==> config.mk <==
export PLATFORM = sky130hd
export DESIGN_NAME = raifes_uart_tx
export DESIGN_NICKNAME = d
export VERILOG_FILES = /design/src/rtl/raifes_uart_tx.sv
export SDC_FILE = /design/constraint.sdc
export NUM_CORES = 1
export LEC_CHECK = 0
export BUFFER_PORTS_ARGS = -buffer_cell sky130_fd_sc_hd__buf_2
export CAP_MARGIN = 20
export CORE_MARGIN = 2
export CORE_UTILIZATION = 57
export CTS_BUF_LIST = sky130_fd_sc_hd__clkbuf_4
export CTS_CLUSTER_DIAMETER = 150
export CTS_CLUSTER_SIZE = 14
export DETAILED_ROUTE_END_ITERATION = 12
export GPL_ROUTABILITY_DRIVEN = 1
export PLACE_DENSITY = 0.9
export SLEW_MARGIN = 20
export SYNTH_ARGS = -nofsm -noshare
export SYNTH_HDL_FRONTEND = slang
export SYNTH_SLANG_ARGS = --single-unit
export TNS_END_PERCENT = 100
==> constraint.sdc <==
create_clock -name clk -period 2.2 [get_ports clk]
set_input_delay 0 -clock clk [delete_from_list [all_inputs] [get_ports clk]]
set_output_delay 0 -clock clk [all_outputs]
set_load 0.05 [all_outputs]
==> src/rtl/raifes_uart_tx.sv <==
// raifes_uart_tx: FIFO-buffered UART transmitter with configurable framing.
// Ports:
//   clk, reset          - system clock, synchronous active-high reset
//   sdata, send_strobe  - byte to enqueue and its one-cycle write request
//   ready               - FIFO can accept a write this cycle
//   busy                - frame on the line or FIFO non-empty
//   fifo_level          - current FIFO occupancy
//   overflow            - one-cycle pulse when a strobe is dropped
//   UART_TX             - serial line, idle high
module raifes_uart_tx #(
  parameter int unsigned CLK_DIV    = 5208,
  parameter int unsigned DATA_BITS  = 8,
  parameter int unsigned PARITY     = 0,
  parameter int unsigned STOP_BITS  = 1,
  parameter int unsigned FIFO_DEPTH = 4
) (
  input  logic                          clk,
  input  logic                          reset,
  input  logic [DATA_BITS-1:0]          sdata,
  input  logic                          send_strobe,
  output logic                          ready,
  output logic                          busy,
  output logic [$clog2(FIFO_DEPTH):0]   fifo_level,
  output logic                          overflow,
  output logic                          UART_TX
);

  localparam int unsigned AW = $clog2(FIFO_DEPTH);
  localparam int unsigned LW = AW + 1;
  localparam int unsigned CW = 16;
  localparam int unsigned BW = 3;

  localparam logic [CW-1:0] RELOAD    = CW'(CLK_DIV - 1);
  localparam logic [LW-1:0] FULL      = LW'(FIFO_DEPTH);
  localparam logic [BW-1:0] LAST_DATA = BW'(DATA_BITS - 1);
  localparam logic          LAST_STOP = 1'(STOP_BITS - 1);
  localparam logic          PAR_ODD   = (PARITY == 2);
  localparam logic          HAS_PAR   = (PARITY != 0);

  typedef enum logic [2:0] {
    IDLE  = 3'd0,
    START = 3'd1,
    DATA  = 3'd2,
    PAR   = 3'd3,
    STOP  = 3'd4
  } state_t;

  state_t                 state;
  logic [DATA_BITS-1:0]   mem [FIFO_DEPTH];
  logic [AW-1:0]          wr_ptr;
  logic [AW-1:0]          rd_ptr;
  logic [CW-1:0]          bit_cnt;
  logic [BW-1:0]          bit_idx;
  logic                   stop_idx;
  logic [DATA_BITS-1:0]   shreg;
  logic                   par_bit;

  logic                   wr_en;
  logic                   pop;
  logic                   bit_end;
  logic                   frame_done;
  logic                   in_frame;
  logic [LW-1:0]          level_next;

  // Write/pop decisions and next FIFO occupancy
  always_comb begin
    wr_en      = send_strobe && ready;
    bit_end    = (bit_cnt == '0);
    frame_done = (state == STOP) && bit_end && (stop_idx == LAST_STOP);
    pop        = (fifo_level != '0) && ((state == IDLE) || frame_done);
    in_frame   = (state == START) || (state == DATA) || (state == PAR) || (state == STOP);
    level_next = fifo_level;
    if (wr_en && !pop) begin
      level_next = fifo_level + LW'(1);
    end else if (!wr_en && pop) begin
      level_next = fifo_level - LW'(1);
    end
  end

  // FIFO storage; stale contents are harmless since occupancy is reset
  always_ff @(posedge clk) begin
    if (wr_en) begin
      mem[wr_ptr] <= sdata;
    end
  end

  // FIFO control, status outputs and transmit state machine
  always_ff @(posedge clk) begin
    if (reset) begin
      state      <= IDLE;
      UART_TX    <= 1'b1;
      fifo_level <= '0;
      wr_ptr     <= '0;
      rd_ptr     <= '0;
      ready      <= 1'b1;
      busy       <= 1'b0;
      overflow   <= 1'b0;
      bit_cnt    <= RELOAD;
      bit_idx    <= '0;
      stop_idx   <= 1'b0;
      shreg      <= '0;
      par_bit    <= 1'b0;
    end else begin
      overflow   <= send_strobe && !ready;
      fifo_level <= level_next;
      ready      <= (level_next != FULL);
      busy       <= (level_next != '0) || pop || (in_frame && !frame_done);

      if (wr_en) begin
        wr_ptr <= wr_ptr + AW'(1);
      end
      // Parity is captured with the byte so the PAR state needs no extra logic
      if (pop) begin
        rd_ptr  <= rd_ptr + AW'(1);
        shreg   <= mem[rd_ptr];
        par_bit <= (^mem[rd_ptr]) ^ PAR_ODD;
      end

      case (state)
        IDLE: begin
          UART_TX <= 1'b1;
          bit_cnt <= RELOAD;
          if (pop) begin
            state   <= START;
            UART_TX <= 1'b0;
          end
        end
        START: begin
          if (bit_end) begin
            bit_cnt <= RELOAD;
            state   <= DATA;
            UART_TX <= shreg[0];
            shreg   <= shreg >> 1;
            bit_idx <= '0;
          end else begin
            bit_cnt <= bit_cnt - CW'(1);
          end
        end
        DATA: begin
          if (bit_end) begin
            bit_cnt <= RELOAD;
            if (bit_idx == LAST_DATA) begin
              if (HAS_PAR) begin
                state   <= PAR;
                UART_TX <= par_bit;
              end else begin
                state    <= STOP;
                UART_TX  <= 1'b1;
                stop_idx <= 1'b0;
              end
            end else begin
              UART_TX <= shreg[0];
              shreg   <= shreg >> 1;
              bit_idx <= bit_idx + BW'(1);
            end
          end else begin
            bit_cnt <= bit_cnt - CW'(1);
          end
        end
        PAR: begin
          if (bit_end) begin
            bit_cnt  <= RELOAD;
            state    <= STOP;
            UART_TX  <= 1'b1;
            stop_idx <= 1'b0;
          end else begin
            bit_cnt <= bit_cnt - CW'(1);
          end
        end
        STOP: begin
          if (bit_end) begin
            bit_cnt <= RELOAD;
            if (stop_idx == LAST_STOP) begin
              // Chain straight into the next frame when data is waiting
              if (pop) begin
                state   <= START;
                UART_TX <= 1'b0;
              end else begin
                state   <= IDLE;
                UART_TX <= 1'b1;
              end
            end else begin
              stop_idx <= 1'b1;
            end
          end else begin
            bit_cnt <= bit_cnt - CW'(1);
          end
        end
        default: begin
          state   <= IDLE;
          UART_TX <= 1'b1;
          bit_cnt <= RELOAD;
        end
      endcase
    end
  end

endmodule

==> metrics.txt, run 1 <==
fraction of registers with async set/reset=0%; Static Leakage=1.41 nW; warnings from Yosys=0; outcome=finished clean; post-layout minimum cycle time=2.18 ns; Flop pwr share=45.9%; setup TNS=0 ns; Port Buffers=17; met1 Use GR=27.0%; gr ovfl total=0; Netlist cell types=49; Detailed Route WL=6.08 mm; Sink Count=75; CP max-delay cell=or4_4; endpoint class of the critical path=flop; Hold Path End=fifo_level[0]$_SDFF_PP0_; H-tree levels=3; Ant. Diodes=0; Fin. Hold Viols=0; post-synthesis cell area=0.00326 sq mm; Post-Place Setup Slack=-0.0235 ns; Iter 0 DRT Violations=99; Worst VDD drop=0.857 mV; Avg Cell Area, Syn=12.3 sq um; crit start category=flop; register bit total from synthesis=75; Vias=2155; die width=79.6 microns; vias in the first global route=2152; Hold Path Origin=reset; DRT Pass-1 Iters=4; Crit Path Category=flop to flop; crit-path leading delay family=simple AND/OR/NAND/NOR gates; drt drc=0; met2 usage=36.8%; Post-synth EDFFs=32; worst-path maximum fanout=4; Mapped Nets=288; worst hold path class=input port to flop; # setup viols final=0; Gate power share=32.5%; worst r2r src=bit_cnt[9]$_SDFF_PP0_; sw power=1.53 mW; max incr delay on CP=0.58 ns; Max clock buf depth=2; required time worst endpoint=2.53 ns; CP bufs+invs=0; reg-to-reg slack, setup=0.02 ns; gpl congestion=0.823; CTS tree=yes; Clock transition at path regs=0.13 ns; first-pass GRT wire length=10.4 mm; Slew Viols, Final=0; synth top area cells=edfxtp_1, dfxtp_1, mux4_2; Starting Density=59.2%; largest net degree at the start of global routing=26; antenna violations before repair=0; Vias/cell=5.58; most frequent cells in the layout=dfxtp_1, edfxtp_1, nand2_1, nor2_1, buf_2; die span in y=79.6 microns; Synth area leader=edfxtp_1; R2R Path End=fifo_level[1]$_SDFF_PP0_; skew final=0.0217 ns; Sw Ratio=36.6%; io pins=18; Post-Synthesis Cells=266; Core Footprint=0.00551 sq mm; PnR worst setup slack=0.0231 ns; DIE AREA=0.00634 sq mm; post-synth top area share=29.5%; crit share post-route=99.0%; DRT antenna net count=0; Max-Cap Viols=0; met3 usage=5.20%; hold path cells=2; RSZ-0062 raised after global routing=yes; Util after Layout=68.9%; Worst Reg-to-Reg Cells=5; PwrDens=1110 mW/mm^2; clock share of power=21.6%; Most Crowded Layer GR=met2; worst-margin pin slew=0.533 ns; worst endpoint data arrival time=2.50 ns; Final nets=331; TritonCTS buffer count=9; GRT Total Usage=21.7%; critical-path cell list=or4_4 -> o41ai_4 -> nand2_2 -> maj3_1 -> o221a_2; slew margin rel.=64.4%; DP HPWL=3.87 mm; # rows=27; Max Fclk=0.459 GHz; most common cell after layout, fill and taps aside=dfxtp_1; Post-synth top flop=dfxtp_1; Syn-to-layout area delta=16.4%; CTS Root Cell=clkbuf_4; wire per inst=15.8 microns; cell-internal power=2.66 mW; share of post-route cells with drive strength above 1=29.6%; Clk Latency, worst-skew pair=0.44 ns; post-synthesis sequential area ratio=55.8%; Overall Power=4.20 mW
repair_timing:
item,in CTS,in global routing
hold buffers,9,0
endpoints found under the setup margin,10,13
endpoints found under the hold margin,34,0
gates resized for setup,6,11
cloned,0,1
pin swaps,2,4
buffers inserted,0,1
logic make-up after synthesis:
group,synth area share [%]
flip-flops,55.8
multiplexers,7.98
XOR/XNOR,5.10
AO/OA/AOI/OAI,8.78
adder cells (fa/ha/maj),4.53
buffers and inverters,2.95
AND/OR/NAND/NOR,14.8
layer usage:
metal,share of wire [%],routed length [microns]
met1,43,2630
met3,4.0,241
met4,1.4,87
met2,51,3120
met5,0,0
stage by stage:
stage	hold WS [ns]	area, sq um	instances
after floorplan	0.0989	3280	266
after global placement	0.213	3510	360
after detailed placement	0.219	3510	360
after CTS	0.000445	3770	385
after global routing	0.0468	3800	386
final	0.0243	3800	386
area by class of cell:
| cell class | count | area [sq um] |
|---|---|---|
| fillers | 369 | 1710 |
| repair buffers | 41 | 288 |
| clock buffers | 9 | 67.6 |
| well taps | 72 | 90.1 |
| clock inverters | 7 | 82.6 |
| flip-flops and latches | 75 | 1830 |
| inverters | 9 | 33.8 |
| multi-input cells | 173 | 1410 |
flip-flops by register name, indices dropped and copies added (netlist names), named ones only:
| signal | flops |
|---|---|
| mem | 32 |
| state | 3 |
| shreg | 8 |
| ready | 1 |
| UART_TX | 1 |
| overflow | 1 |
| rd_ptr | 2 |
| busy | 1 |
| bit_cnt | 16 |
| bit_idx | 3 |
| wr_ptr | 2 |
| fifo_level | 3 |
worst reg2reg max path: stages (launching register included):
cell	delay [ns]
dfxtp_2	0.34
or4_4	0.58
o41ai_4	0.44
nand2_2	0.10
maj3_1	0.36
o221a_2	0.25
cells in the mapped netlist, drive strengths merged (2+ instances only):
| cell | n |
|---|---|
| nand4b | 2 |
| inv | 9 |
| or3b | 2 |
| ha | 11 |
| a211oi | 8 |
| and2 | 2 |
| o31ai | 2 |
| nand3 | 6 |
| or3 | 2 |
| o21ai | 6 |
| and3 | 4 |
| nor3b | 4 |
| xnor2 | 11 |
| buf | 4 |
| mux4 | 8 |
| a21oi | 10 |
| nand2 | 21 |
| nor2 | 28 |
| edfxtp | 32 |
| nor4 | 4 |
| mux2i | 8 |
| clkbuf | 6 |
| or4 | 4 |
| xor2 | 8 |
| nor3 | 6 |
| dfxtp | 43 |
how the worst max path moves through the flow:
stage / startpoint / end / slack (ns) / cells past startpoint
2_1_floorplan: bit_cnt[9]$_SDFF_PP0_ / bit_idx[0]$_SDFFE_PP0P_ / 0.002 / 7
3_3_place_gp: bit_cnt[9]$_SDFF_PP0_ / shreg[1]$_SDFF_PP0_ / 0.03 / 6
3_5_place_dp: bit_cnt[9]$_SDFF_PP0_ / shreg[3]$_SDFF_PP0_ / -0.02 / 6
4_1_cts: bit_cnt[0]$_SDFF_PP1_ / shreg[0]$_SDFF_PP0_ / -0.0006 / 8
5_1_grt: bit_cnt[9]$_SDFF_PP0_ / shreg[3]$_SDFF_PP0_ / -0.02 / 6
6_report: bit_cnt[9]$_SDFF_PP0_ / fifo_level[1]$_SDFF_PP0_ / 0.02 / 5
power by group through the flow:
| stage | clock, mW | combinational, mW | sequential, mW |
|---|---|---|---|
| final | 0.907 | 1.36 | 1.93 |
| after global routing | 0.979 | 1.50 | 1.96 |
| after CTS | 0.918 | 1.34 | 1.91 |
| after detailed placement | 0 | 1.32 | 1.93 |
| after global placement | 0 | 1.28 | 1.92 |
| after floorplan | 0 | 0.899 | 2.03 |
Note: power is estimated with default switching activity, not from simulation.
==> run 2: changes to the inputs <==
- SETUP_SLACK_MARGIN: unset -> 0.2
==> run 2 against run 1 <==
Effect of this change:
- combinational power up 17%
- sequential share of layout area down 3.0 points
- setup slack better by 0.023 ns
- final area up 6.7%
- cell count up 3.1%
- sequential cell count unchanged
- critical path type unchanged
- critical endpoint is now shreg[1]$_SDFF_PP0_
- highest routed layer unchanged
==> metrics.txt, run 2 (synthesized netlist as in run 1, its figures left out) <==
outcome=finished clean; Iter 0 DRT Violations=156 (+58%); # setup viols final=0 (unchanged); gpl congestion=0.800 (-2.8%); vias in the first global route=2367 (+10%); antenna violations before repair=0 (unchanged); Util after Layout=73.6% (+4.6 points); worst hold path class=input port to flop; worst-margin pin slew=0.544 ns (+0.0112 ns); PwrDens=1110 mW/mm^2 (+0.68%); worst-path maximum fanout=8 (+4); worst endpoint data arrival time=2.48 ns (-0.02 ns); Vias/cell=5.85 (+4.9%); DRT Pass-1 Iters=4 (unchanged); most frequent cells in the layout=dfxtp_1, edfxtp_1, buf_4; Max-Cap Viols=0 (unchanged); required time worst endpoint=2.52 ns (about the same); FF+latch area=0.00183 sq mm (about the same); critical-path cell list=or4_4 -> or4_4 -> or2_4 -> clkbuf_16 -> nor2_4 -> a211oi_2; Core Footprint=0.00551 sq mm (unchanged); Port Buffers=17 (unchanged); crit start category=flop; Largest register FFs=32 (unchanged); drt drc=0 (unchanged); Max Fclk=0.464 GHz (+1.1%); Detailed Route WL=7.25 mm (+19%); first-pass GRT wire length=11.3 mm (+9.3%); CTS tree=yes; Slew Viols, Final=0 (unchanged); Fin. Hold Viols=0 (unchanged); Ant. Diodes=0 (unchanged); Vias=2330 (+8.1%); cell-internal power=2.79 mW (+4.9%); share of post-route cells with drive strength above 1=36.2% (+6.6 points); Starting Density=59.2% (unchanged); CP max-delay cell=or4_4; Top Registers=mem: 32 flops, bit_cnt: 16 flops, shreg: 8 flops; crit share post-route=97.9% (-1.1 points); clock share of power=21.2% (-0.4 points); max incr delay on CP=0.57 ns (about the same); Clock transition at path regs=0.14 ns (about the same); Sink Count=75 (unchanged); TritonCTS buffer count=9 (unchanged); post-layout minimum cycle time=2.15 ns (-0.0233 ns); H-tree levels=3 (unchanged); largest net degree at the start of global routing=25 (-3.8%); Final nets=343 (+3.6%); Max clock buf depth=2 (unchanged); Flop pwr share=43.4% (-2.5 points); wire per inst=18.2 microns (+16%); RSZ-0062 raised after global routing=yes; die span in y=79.6 microns (unchanged); io pins=18 (unchanged); DRT antenna net count=0 (unchanged); skew final=0.0194 ns (-0.00232 ns); cell repeated most along the worst path=or4_4; Sw Ratio=38.1% (+1.5 points); DP HPWL=4.26 mm (+10%); Overall Power=4.51 mW (+7.5%); Multi-input gate area=0.00150 sq mm (+6.4%); endpoint class of the critical path=flop; Syn-to-layout area delta=24.2%; Static Leakage=1.52 nW (+7.7%); final-layout fill cell count=342 (-7.3%); slew margin rel.=63.7% (-0.75 points); die width=79.6 microns (unchanged); GRT Total Usage=24.5% (+2.8 points); CTS Root Cell=clkbuf_4; sw power=1.72 mW (+12%); DIE AREA=0.00634 sq mm (unchanged); # rows=27 (unchanged); Clk Latency, worst-skew pair=0.45 ns (about the same); Worst VDD drop=0.790 mV (-7.8%); most common cell after layout, fill and taps aside=dfxtp_1; Biggest register=mem; Gate power share=35.3% (+2.8 points); gr ovfl total=0 (unchanged); Crit Path Category=flop to flop
run 2: changes by cell type in the layout (fill, tap and decap cells not counted), moves of 3 or more:
cell     before  now
buf_4        15   21
buf_6         0    3
nand2_1      20   17
nor2_4        3    6
o21ai_0       6    3
run 2: layer usage:
layer	GRT usage [%]	wire [microns]
met3	7.13	320
met5	0	0
met1	27.7	2840
met2	42.9	3910
met4	10.3	177
run 2: cell type report:
class,count,area share (%)
Tap cell,72,2.22
Inverter,9,0.834
Timing Repair Buffer,54,10.9
Clock buffer,9,1.67
Multi-Input combinational cell,172,36.9
Sequential cell,75,45.2
Clock inverter,7,2.29
run 2: path summary, 6_finish.rpt:
| kind | cells after the start | end | startpoint | slack, ns |
|---|---|---|---|---|
| setup / recovery | 6 | shreg[1]$_SDFF_PP0_ | bit_cnt[9]$_SDFF_PP0_ | 0.05 |
| hold / removal | 2 | rd_ptr[0]$_SDFFE_PP0N_ | reset | 0.03 |
| setup reg to reg | 6 | shreg[1]$_SDFF_PP0_ | bit_cnt[9]$_SDFF_PP0_ | 0.05 |
| hold reg to reg | 2 | bit_idx[1]$_SDFFE_PP0P_ | bit_idx[1]$_SDFFE_PP0P_ | 0.47 |
run 2: power by group through the flow:
stage | Clock [mW] | Sequential (mW) | Combinational, mW
global route | 1.04 | 1.99 | 1.70
CTS | 0.957 | 1.94 | 1.47
global placement | 0 | 1.93 | 1.28
finish | 0.958 | 1.96 | 1.59
detailed placement | 0 | 1.94 | 1.34
floorplan | 0 | 2.03 | 0.920
run 2: metrics by stage:
stage / setup slack, ns / hold slack [ns] / TNS (ns) / instances / instance area [sq um]
2_1_floorplan: 0.00273 / 0.0989 / 0 / 266 / 3280
3_3_place_gp: 0.0321 / 0.210 / 0 / 363 / 3540
3_5_place_dp: -0.00404 / 0.222 / -0.00735 / 363 / 3540
4_1_cts: 0.0190 / 0.000817 / 0 / 393 / 3920
5_1_grt: -0.00958 / 0.0397 / -0.0251 / 398 / 4050
6_report: 0.0464 / 0.0290 / 0 / 398 / 4050
run 2: repair_timing:
action / 4_1_cts / 5_1_grt
pin swaps: 8 / 6
hold buffers: 10 / 0
gates cloned: 0 / 1
setup buffers: 4 / 4
hold endpoints to repair: 36 / 0
gates resized for setup: 24 / 20
endpoints found under the setup margin: 21 / 40
run 2: critical path: cells and delay by family (launching register included):
kind / cells / cell delay [ns]
AND/OR/NAND/NOR: 4 / 1.48
flip-flops: 1 / 0.34
buffers and inverters: 1 / 0.18
AO/OA/AOI/OAI: 1 / 0.05
